`config.mk`:
```
export PLATFORM = sky130hd
export DESIGN_NAME = heap_ctrl
export DESIGN_NICKNAME = d
export VERILOG_FILES = /design/src/rtl/heap_ctrl.sv
export SDC_FILE = /design/constraint.sdc
export NUM_CORES = 1
export LEC_CHECK = 0
export CAP_MARGIN = 20
export CORE_MARGIN = 1
export CORE_UTILIZATION = 42
export CTS_CLUSTER_DIAMETER = 50
export DETAILED_ROUTE_END_ITERATION = 10
export GPL_ROUTABILITY_DRIVEN = 0
export PLACE_DENSITY = 0.76
export SLEW_MARGIN = 20
export SYNTH_ARGS = -nofsm -noshare
export SYNTH_HDL_FRONTEND = slang
export SYNTH_SLANG_ARGS = --single-unit
```
`constraint.sdc`:
```
create_clock -name clk -period 1.4 [get_ports clk]
set_input_delay 0.21 -clock clk [delete_from_list [all_inputs] [get_ports clk]]
set_output_delay 0.21 -clock clk [all_outputs]
set_load 0.05 [all_outputs]
```
`src/rtl/heap_ctrl.sv`:
```
// Root controller for a pipelined sort-node heap: holds the root record, sinks new
// records into level 1 and returns the evicted root through a valid/ready result port.
module heap_ctrl #(
  parameter int unsigned           DATA_WIDTH = 32,
  parameter int unsigned           KEY_WIDTH  = 16,
  parameter int unsigned           LEVELS     = 4,
  parameter logic [DATA_WIDTH-1:0] INIT_DATA  = {2'b01, {(DATA_WIDTH-2){1'b0}}}
) (
  input  logic                  clk,
  input  logic                  rstn,
  input  logic                  op_valid,
  output logic                  op_ready,
  input  logic [1:0]            op_code,
  input  logic [DATA_WIDTH-1:0] op_data,
  output logic                  res_valid,
  input  logic                  res_ready,
  output logic [DATA_WIDTH-1:0] res_data,
  output logic                  res_empty,
  output logic                  node_init,
  output logic                  node_update,
  output logic [LEVELS-1:0]     node_addr,
  output logic                  node_branch,
  output logic [DATA_WIDTH-1:0] node_data,
  input  logic                  node_root_valid,
  input  logic [DATA_WIDTH-1:0] node_root_data,
  output logic                  empty,
  output logic                  busy,
  output logic                  err_no_ack
);

  if (KEY_WIDTH == 0 || KEY_WIDTH > DATA_WIDTH - 2) begin : g_key_check
    $error("heap_ctrl: KEY_WIDTH must fit below the two flag bits");
  end

  localparam int unsigned     CntW       = LEVELS + 2;
  localparam logic [CntW-1:0] WaitCycles = CntW'((1 << LEVELS) + 2);

  localparam logic [1:0] OpNop     = 2'b00;
  localparam logic [1:0] OpReplace = 2'b01;
  localparam logic [1:0] OpPop     = 2'b10;
  localparam logic [1:0] OpInit    = 2'b11;

  typedef enum logic [2:0] {
    StInit,
    StInitWait,
    StIdle,
    StIssue,
    StCapture
  } state_e;

  state_e                state_q, state_d;
  logic                  armed_q, armed_d;
  logic [CntW-1:0]       cnt_q, cnt_d;
  logic [DATA_WIDTH-1:0] root_q, root_d;
  logic                  res_valid_q, res_valid_d;
  logic [DATA_WIDTH-1:0] res_data_q, res_data_d;
  logic                  res_empty_q, res_empty_d;
  logic [DATA_WIDTH-1:0] node_data_q, node_data_d;
  logic                  err_q, err_d;
  logic                  accept;
  logic                  root_is_min;

  assign root_is_min = (root_q[DATA_WIDTH-1 -: 2] == 2'b01);
  assign op_ready    = (state_q == StIdle) && (!res_valid_q || res_ready);
  assign accept      = op_valid && op_ready;

  always_comb begin
    state_d     = state_q;
    // Held low through reset so the INIT state only pulses node_init once a clock has run.
    armed_d     = 1'b1;
    cnt_d       = cnt_q;
    root_d      = root_q;
    res_valid_d = res_valid_q;
    res_data_d  = res_data_q;
    res_empty_d = res_empty_q;
    node_data_d = node_data_q;
    err_d       = err_q;

    if (res_valid_q && res_ready) begin
      res_valid_d = 1'b0;
    end

    unique case (state_q)
      StInit: begin
        if (armed_q) begin
          cnt_d   = WaitCycles;
          root_d  = INIT_DATA;
          err_d   = 1'b0;
          state_d = StInitWait;
        end
      end
      StInitWait: begin
        cnt_d = cnt_q - CntW'(1);
        if (cnt_q == CntW'(1)) begin
          state_d = StIdle;
        end
      end
      StIdle: begin
        if (accept) begin
          unique case (op_code)
            OpNop: ;
            OpReplace, OpPop: begin
              res_valid_d = 1'b1;
              res_data_d  = root_q;
              res_empty_d = root_is_min;
              node_data_d = (op_code == OpReplace) ? op_data : INIT_DATA;
              state_d     = StIssue;
            end
            OpInit: state_d = StInit;
            default: ;
          endcase
        end
      end
      StIssue: state_d = StCapture;
      StCapture: begin
        if (node_root_valid) begin
          root_d = node_root_data;
        end else begin
          err_d = 1'b1;
        end
        state_d = StIdle;
      end
      default: state_d = StInit;
    endcase
  end

  always_ff @(posedge clk or negedge rstn) begin
    if (!rstn) begin
      state_q     <= StInit;
      armed_q     <= 1'b0;
      cnt_q       <= '0;
      root_q      <= INIT_DATA;
      res_valid_q <= 1'b0;
      res_data_q  <= '0;
      res_empty_q <= 1'b0;
      node_data_q <= '0;
      err_q       <= 1'b0;
    end else begin
      state_q     <= state_d;
      armed_q     <= armed_d;
      cnt_q       <= cnt_d;
      root_q      <= root_d;
      res_valid_q <= res_valid_d;
      res_data_q  <= res_data_d;
      res_empty_q <= res_empty_d;
      node_data_q <= node_data_d;
      err_q       <= err_d;
    end
  end

  assign res_valid   = res_valid_q;
  assign res_data    = res_data_q;
  assign res_empty   = res_empty_q;
  assign node_init   = (state_q == StInit) && armed_q;
  assign node_update = (state_q == StIssue);
  assign node_addr   = '0;
  assign node_branch = 1'b0;
  assign node_data   = node_data_q;
  assign empty       = root_is_min;
  assign busy        = (state_q != StIdle);
  assign err_no_ack  = err_q;

endmodule

```
==> summary.md, run 1 <==
| Metric | Value |
|---|---|
| Result of the run | finished with violations |
| Violations in the final reports | negative setup slack |
| Pre-Repair DR Iteration Count | 5 |
| Quantity of I/O buffers inserted on ports | 142 |
| Required time of the critical path | 1.19 ns |
| Post-layout utilization of the core | 74.5% |
| Setup slack after placement | -0.618 ns |
| Post-route minimum period | 1.82 ns |
| Ratio of cells with drive above 1 in the final layout | 36.8% |
| Number of violations reported at the end of detailed-routing iteration 0 | 179 |
| Placeable Area | 10,900 µm² |
| Total of flip-flops plus latches after synthesis | 109 |
| Estimated wirelength of the detail-placed design | 8500 µm |
| Max-slew violation count | 0 |
| GRT Residual Overflow | 0 |
| Worst Setup Path Type | reg2out |
| Final worst clock skew | 0.0129 ns |
| Non-filler cells, final | 754 |
| Final routed wire length divided by cell count | 17.4 µm |
| Maximum number of pins on one net before global-route repair | 34 |
| Number of placed instances, taps included | 707 |
| Crit path buffers/inverters | 3 |
| CTS Buf Count | 9 |
| Via-per-instance ratio | 5.05 |
| Number of nets still failing antenna checks after routing | 0 |
| Area taken by flip-flops and latches | 2730 µm² |
| Maximum fanout count along the critical path | 3 |
| Die span in x | 108 µm |
| Total power draw | 0.0194 W |
| Setup-violating endpoint count in the final report | 110 |
| Setup repair after global routing missed its margin | yes |
| Average footprint of a synthesized cell | 11.4 µm² |
| Overall routed net length | 13,100 µm |
| Boundary Pins | 148 |
| DIE AREA | 11,700 µm² |
| Root buffer cell | clkbuf_16 |
| Total number of placement rows | 38 |
| Ordered cell list for the critical path | or4b_1, buf_6, inv_8, buf_12 |
| First-pass GRT wire length | 20,700 µm |
| Number of remaining DRC errors | 0 |
| Maximum vdd ir drop | 1760 µV |
| Worst path slowest cell | or4b_1 |
| Area of the mapped netlist | 4750 µm² |
| Gate count after technology mapping | 418 |
| Gr usage total | 23.1% |
| Static Leakage | 3.97 nW |
| Vias in the first global route | 4,074 |
| Sequential fraction of the synthesis area | 57.5% |
| Clk pin slew, worst setup/hold paths | 0.08 ns |
| Total number of nets in the final design | 684 |
| Clock Latency Late Sink | 0.34 ns |
| Clock Sink Count | 109 |
| CTS tree | built |
| Number of failing hold endpoints at the final stage | 0 |
| Cell type group with the largest total delay on the critical path | simple AND/OR/NAND/NOR gates |
| Highest-count cells in the layout ignoring fill and taps | dfrtp_1, buf_12, clkdlybuf4s50_1, inv_1, nand2_1 |
| Highest achievable clock rate | 548 MHz |
| Number of antenna violations at the first check in global routing | 0 |
| Critical path's largest stage delay | 0.53 ns |
| Total power density per cell area | 2390 nW/µm² |
| CTS Buffer Depth | 2 |
| Number of violations of the max-capacitance limit | 0 |
| Kind of start point of the critical path | register |
| Via Count | 3,809 |
| Initial Utilization | 43.4% |
| Netlist cell types | 37 |
| Post-route clock period utilization | 130% |
| Die Span Y | 108 µm |
| Hold Path Class | in2async |
| Combined area of the multi-input logic cells | 1780 µm² |
| H-tree depth reported by CTS | 3 |
| # fillers | 671 |
| Worst setup margin | -0.423 ns |
| Data arrival, critical path | 1.61 ns |
| Area Overhead vs Synth | 71.5% |
| Yosys synthesis warning count | 0 |
| Crit. End Element | output pin |
| Antenna Diode Count | 0 |
| Most frequent standard cell in the layout excluding fill and tap cells | dfrtp_1 |
[logic make-up (layout without fill, tap and decap cells)]
logic type | count (synthesis) | after routing | synth area share, %
AOI/OAI and AO/OA | 43 | 43 | 4.95
DFF | 109 | 109 | 57.5
and+or+nand+nor | 93 | 93 | 10.7
muxes | 68 | 68 | 16.7
buffers and inverters | 99 | 291 | 8.90
other | 2 | 6 | 0.158
adders and majority gates | 4 | 4 | 1.05
[final timing paths]
| kind | slack [ns] | endpoint | cells past startpoint | startpoint |
|---|---|---|---|---|
| worst min register to register | 0.51 | res_data[1]$_DFFE_PN0P_ | 1 | root_q[1]$_DFFE_PN0P_ |
| worst max register to register | -0.41 | root_q[21]$_DFFE_PN0P_ | 9 | state_q[2]$_DFFE_PN0P_ |
| worst min-delay path | 0.35 | node_data[12]$_DFFE_PN0P_ | 2 | rstn |
| max in group asynchronous | 0.51 | root_q[30]$_DFFE_PN1P_ | 3 | rstn |
| worst max-delay path | -0.42 | node_init | 4 | state_q[2]$_DFFE_PN0P_ |
| min in group clk | 0.43 | root_q[9]$_DFFE_PN0P_ | 3 | node_root_data[9] |
[per-layer routing]
metal  vias to the layer above  global-route usage (%)  share of wire, %
met1                      1908                    28.6                42
li1                       1765                       -                 -
met4                         0                    6.27              0.68
met5                         -                       0                 0
met2                       128                    41.9                52
met3                         8                    3.50               4.9
[repair_timing]
action | 4_1_cts | 5_1_grt
setup endpoints to repair | 110 | 111
buffers inserted | 21 | 12
gates cloned | 7 | 1
hold buffers | 1 | 0
resized for setup | 78 | 22
pin swaps | 3 | 3
endpoints found under the hold margin | 23 | 0
[registers in the layout, indices dropped and copies added, names as in the netlist]
signal / count
node_data: 32
res_data: 32
root_q: 32
cnt_q: 6
state_q: 3
armed_q: 1
err_no_ack: 1
res_empty: 1
res_valid: 1
[cell usage after synthesis]
cell | number | area, µm²
nor3b_4 | 1 | 18.8
conb_1 | 2 | 7.51
nor4_1 | 2 | 12.5
o21a_1 | 1 | 7.51
nor2b_1 | 3 | 18.8
buf_4 | 6 | 45.0
ha_1 | 4 | 50.1
nand4bb_1 | 1 | 11.3
dfrtp_1 | 108 | 2700
o311ai_0 | 1 | 8.76
or3b_1 | 1 | 8.76
nand4b_1 | 1 | 8.76
o211ai_1 | 1 | 7.51
nor2_1 | 3 | 11.3
and3b_2 | 2 | 20.0
nor3_1 | 1 | 5.00
buf_6 | 3 | 33.8
clkbuf_1 | 17 | 63.8
mux2_2 | 15 | 169
o41ai_1 | 1 | 8.76
nand3_1 | 3 | 15.0
inv_1 | 67 | 251
or4_1 | 1 | 7.51
nand2b_1 | 2 | 12.5
o21ai_0 | 34 | 170
buf_2 | 5 | 25.0
mux2i_1 | 34 | 340
dfstp_2 | 1 | 26.3
inv_2 | 1 | 3.75
nand4_1 | 31 | 194
nor3_2 | 1 | 10.0
o21ai_1 | 3 | 15.0
nand2_1 | 39 | 146
mux2_4 | 19 | 285
or4b_1 | 1 | 10.0
a21o_2 | 1 | 8.76
a41oi_1 | 1 | 8.76
[worst register-to-register path: stages (launching register included)]
cell and delay, ns:
dfrtp_2 0.44, buf_12 0.14, buf_6 0.11, buf_8 0.11
buf_6 0.11, mux2i_4 0.19, nor3_4 0.24, buf_4 0.16
buf_12 0.13, o21ai_0 0.09
[through the flow]
stage	cell area, µm²	hold slack [ns]	TNS [ns]
2_1_floorplan	4800	-0.0856	-2.64
3_3_place_gp	7310	0.168	-39.98
3_5_place_dp	7310	0.167	-41.59
4_1_cts	8190	0.358	-32.90
5_1_grt	8150	0.371	-38.56
6_report	8150	0.345	-31.87
[area by class of cell]
type	instances	area share, %
Clock buffer	10	2.93
Clock inverter	6	0.676
Inverter	68	3.29
Multi-Input combinational cell	214	21.9
Sequential cell	109	33.5
Tap cell	140	2.15
Timing Repair Buffer	207	35.5
[where the power goes]
part           switching (W)  internal, W  leakage, nW
Combinational        0.00563      0.00563         2.44
Sequential           0.00133      0.00436         1.38
Clock                0.00120      0.00129        0.145
(Power assumes the default switching activity.)
==> inputs of run 2 (changes only) <==
--- a/config.mk
+++ b/config.mk
@@ -6,7 +6,7 @@
 export NUM_CORES = 1
 export LEC_CHECK = 0
 export CAP_MARGIN = 20
-export CORE_MARGIN = 1
+export CORE_MARGIN = 2
 export CORE_UTILIZATION = 42
 export CTS_CLUSTER_DIAMETER = 50
 export DETAILED_ROUTE_END_ITERATION = 10
==> summary.md, run 2 (synthesis results as in run 1) <==
| Metric | Value |
|---|---|
| Static Leakage | 4.14 nW |
| Area taken by flip-flops and latches | 2730 µm² |
| Post-route clock period utilization | 128% |
| CTS Buffer Depth | 2 |
| Gr usage total | 24.1% |
| Post-route minimum period | 1.79 ns |
| Via-per-instance ratio | 5.08 |
| Design area | 8490 µm² |
| Vias in the first global route | 4,148 |
| Kind of start point of the critical path | register |
| H-tree depth reported by CTS | 3 |
| Terminus of the critical flop-to-flop path | res_data[13]$_DFFE_PN0P_ |
| Data arrival, critical path | 1.58 ns |
| Estimated wirelength of the detail-placed design | 8600 µm |
| Area Overhead vs Synth | 78.7% |
| Crit path from | state_q[1]$_DFFE_PN0P_ |
| Total power density per cell area | 2400 nW/µm² |
| Number of remaining DRC errors | 0 |
| Worst reg-to-reg setup slack | -0.38 ns |
| Final worst clock skew | 0.00688 ns |
| Die Span Y | 110 µm |
| Number of violations reported at the end of detailed-routing iteration 0 | 128 |
| Required time of the critical path | 1.19 ns |
| # fillers | 633 |
| Highest-count cells in the layout ignoring fill and taps | dfrtp_1, buf_12, clkdlybuf4s50_1, inv_1 |
| Most frequent standard cell in the layout excluding fill and tap cells | dfrtp_1 |
| GRT Residual Overflow | 0 |
| Highest achievable clock rate | 559 MHz |
| Quantity of I/O buffers inserted on ports | 142 |
| Combined area of the multi-input logic cells | 1890 µm² |
| Ordered cell list for the critical path | or4b_4, inv_8, buf_12 |
| Number of nets still failing antenna checks after routing | 0 |
| Number of violations of the max-capacitance limit | 0 |
| Violations in the final reports | negative setup slack |
| Worst setup path end | node_init |
| Maximum number of pins on one net before global-route repair | 29 |
| Maximum fanout count along the critical path | 3 |
| Number of antenna violations at the first check in global routing | 0 |
| Crit. End Element | output pin |
| Via Count | 3,882 |
| Worst Setup Path Type | reg2out |
| Total number of nets in the final design | 694 |
| Setup slack after placement | -0.673 ns |
| Fraction of power spent switching nets | 41.9% |
| Overall routed net length | 14,400 µm |
| Switch Pwr | 0.00853 W |
| Worst setup margin | -0.390 ns |
| Cell Area, Placed | 7280 µm² |
| Critical path's largest stage delay | 0.61 ns |
| Pre-Repair DR Iteration Count | 4 |
| Root buffer cell | clkbuf_16 |
| DIE AREA | 12,200 µm² |
| Maximum vdd ir drop | 1780 µV |
| Clock Sink Count | 109 |
| Cell Int Power | 0.0118 W |
| Placeable Area | 10,900 µm² |
| Ratio of cells with drive above 1 in the final layout | 41.8% |
| Number of failing hold endpoints at the final stage | 0 |
| Worst hold slack across all endpoints | 0.281 ns |
| Antenna Diode Count | 0 |
| CTS Buf Count | 9 |
| Clock Latency Late Sink | 0.35 ns |
| Initial Utilization | 43.4% |
| Setup-violating endpoint count in the final report | 111 |
| Boundary Pins | 148 |
| Combinational cell fraction of total power | 58.7% |
| Launching point of the worst reg2reg path | state_q[1]$_DFFE_PN0P_ |
| Setup repair after global routing missed its margin | yes |
| Total number of placement rows | 38 |
| First-pass GRT wire length | 21,700 µm |
| Die span in x | 110 µm |
| Count of cells along the worst register-to-register path | 6 |
| Final routed wire length divided by cell count | 18.9 µm |
| Max-slew violation count | 0 |
| Clk pin slew, worst setup/hold paths | 0.08 ns |
| Share of total power in the clock network | 13.3% |
| Fraction of power consumed by sequential logic | 28.0% |
| Hold Path Class | in2async |
| Worst path slowest cell | or4b_4 |
| Post-layout utilization of the core | 77.6% |
| Result of the run | finished with violations |
| CTS tree | built |
[run 2: cell types whose count changed in the layout (fill, tap and decap cells not counted), sizes merged, moves of 2 or more]
cell / delta
bufbuf: +2
buf: +7
inv: +2
clkinv: -3
[run 2: metal layers]
| metal | vias up | part of all wire [%] | GRT usage, % |
|---|---|---|---|
| li1 | 1795 | - | - |
| met1 | 1944 | 40 | 29.9 |
| met2 | 132 | 52 | 42.5 |
| met3 | 11 | 6.6 | 4.35 |
| met4 | 0 | 1.1 | 7.77 |
| met5 | - | 0 | 0 |
[run 2: worst min-delay path by stage]
stage,end,slack [ns],cells past startpoint,start
floorplan,armed_q$_DFF_PN0_,-0.09,0,rstn
global placement,res_data[2]$_DFFE_PN0P_,0.10,1,rstn
detailed placement,res_data[2]$_DFFE_PN0P_,0.1,1,rstn
CTS,res_data[2]$_DFFE_PN0P_,0.28,2,rstn
global route,res_data[5]$_DFFE_PN0P_,0.30,2,rstn
finish,res_data[2]$_DFFE_PN0P_,0.28,2,rstn
[run 2: area by class of cell]
cell class	count	share of cell area, %
Clock buffer	9	2.65
Clock inverter	7	1.08
Inverter	68	3.12
Multi-Input combinational cell	214	22.2
Sequential cell	109	32.2
Tap cell	140	2.06
Timing Repair Buffer	217	36.7
[run 2: per-stage QoR]
| stage | total power [W] | cells | setup TNS, ns |
|---|---|---|---|
| floorplan | 0.0104 | 422 | -2.64 |
| global placement | 0.0161 | 707 | -40.27 |
| detailed placement | 0.0164 | 707 | -45.49 |
| CTS | 0.0200 | 754 | -30.12 |
| global route | 0.0211 | 764 | -36.68 |
| finish | 0.0203 | 764 | -31.62 |
[run 2: power by group through the flow]
stage	clock network (W)	logic (W)	registers (W)
floorplan	0	0.00199	0.00846
CTS	0.00271	0.0116	0.00569
global placement	0	0.0104	0.00564
detailed placement	0	0.0107	0.00570
global route	0.00285	0.0125	0.00583
finish	0.00270	0.0119	0.00570
[run 2: worst max-delay path, delay by kind of cell (launching register included)]
family / cells / cell delay (ns)
AND/OR/NAND/NOR: 1 / 0.61
buffers and inverters: 2 / 0.20
flip-flops: 1 / 0.41
[run 2: timing repair]
action / 4_1_cts / 5_1_grt
hold buffers: 1 / 0
buffers inserted: 22 / 11
pin swaps: 8 / 6
setup endpoints to repair: 109 / 111
gates resized for setup: 109 / 18
gates cloned: 9 / 2
hold endpoints to repair: 14 / 0
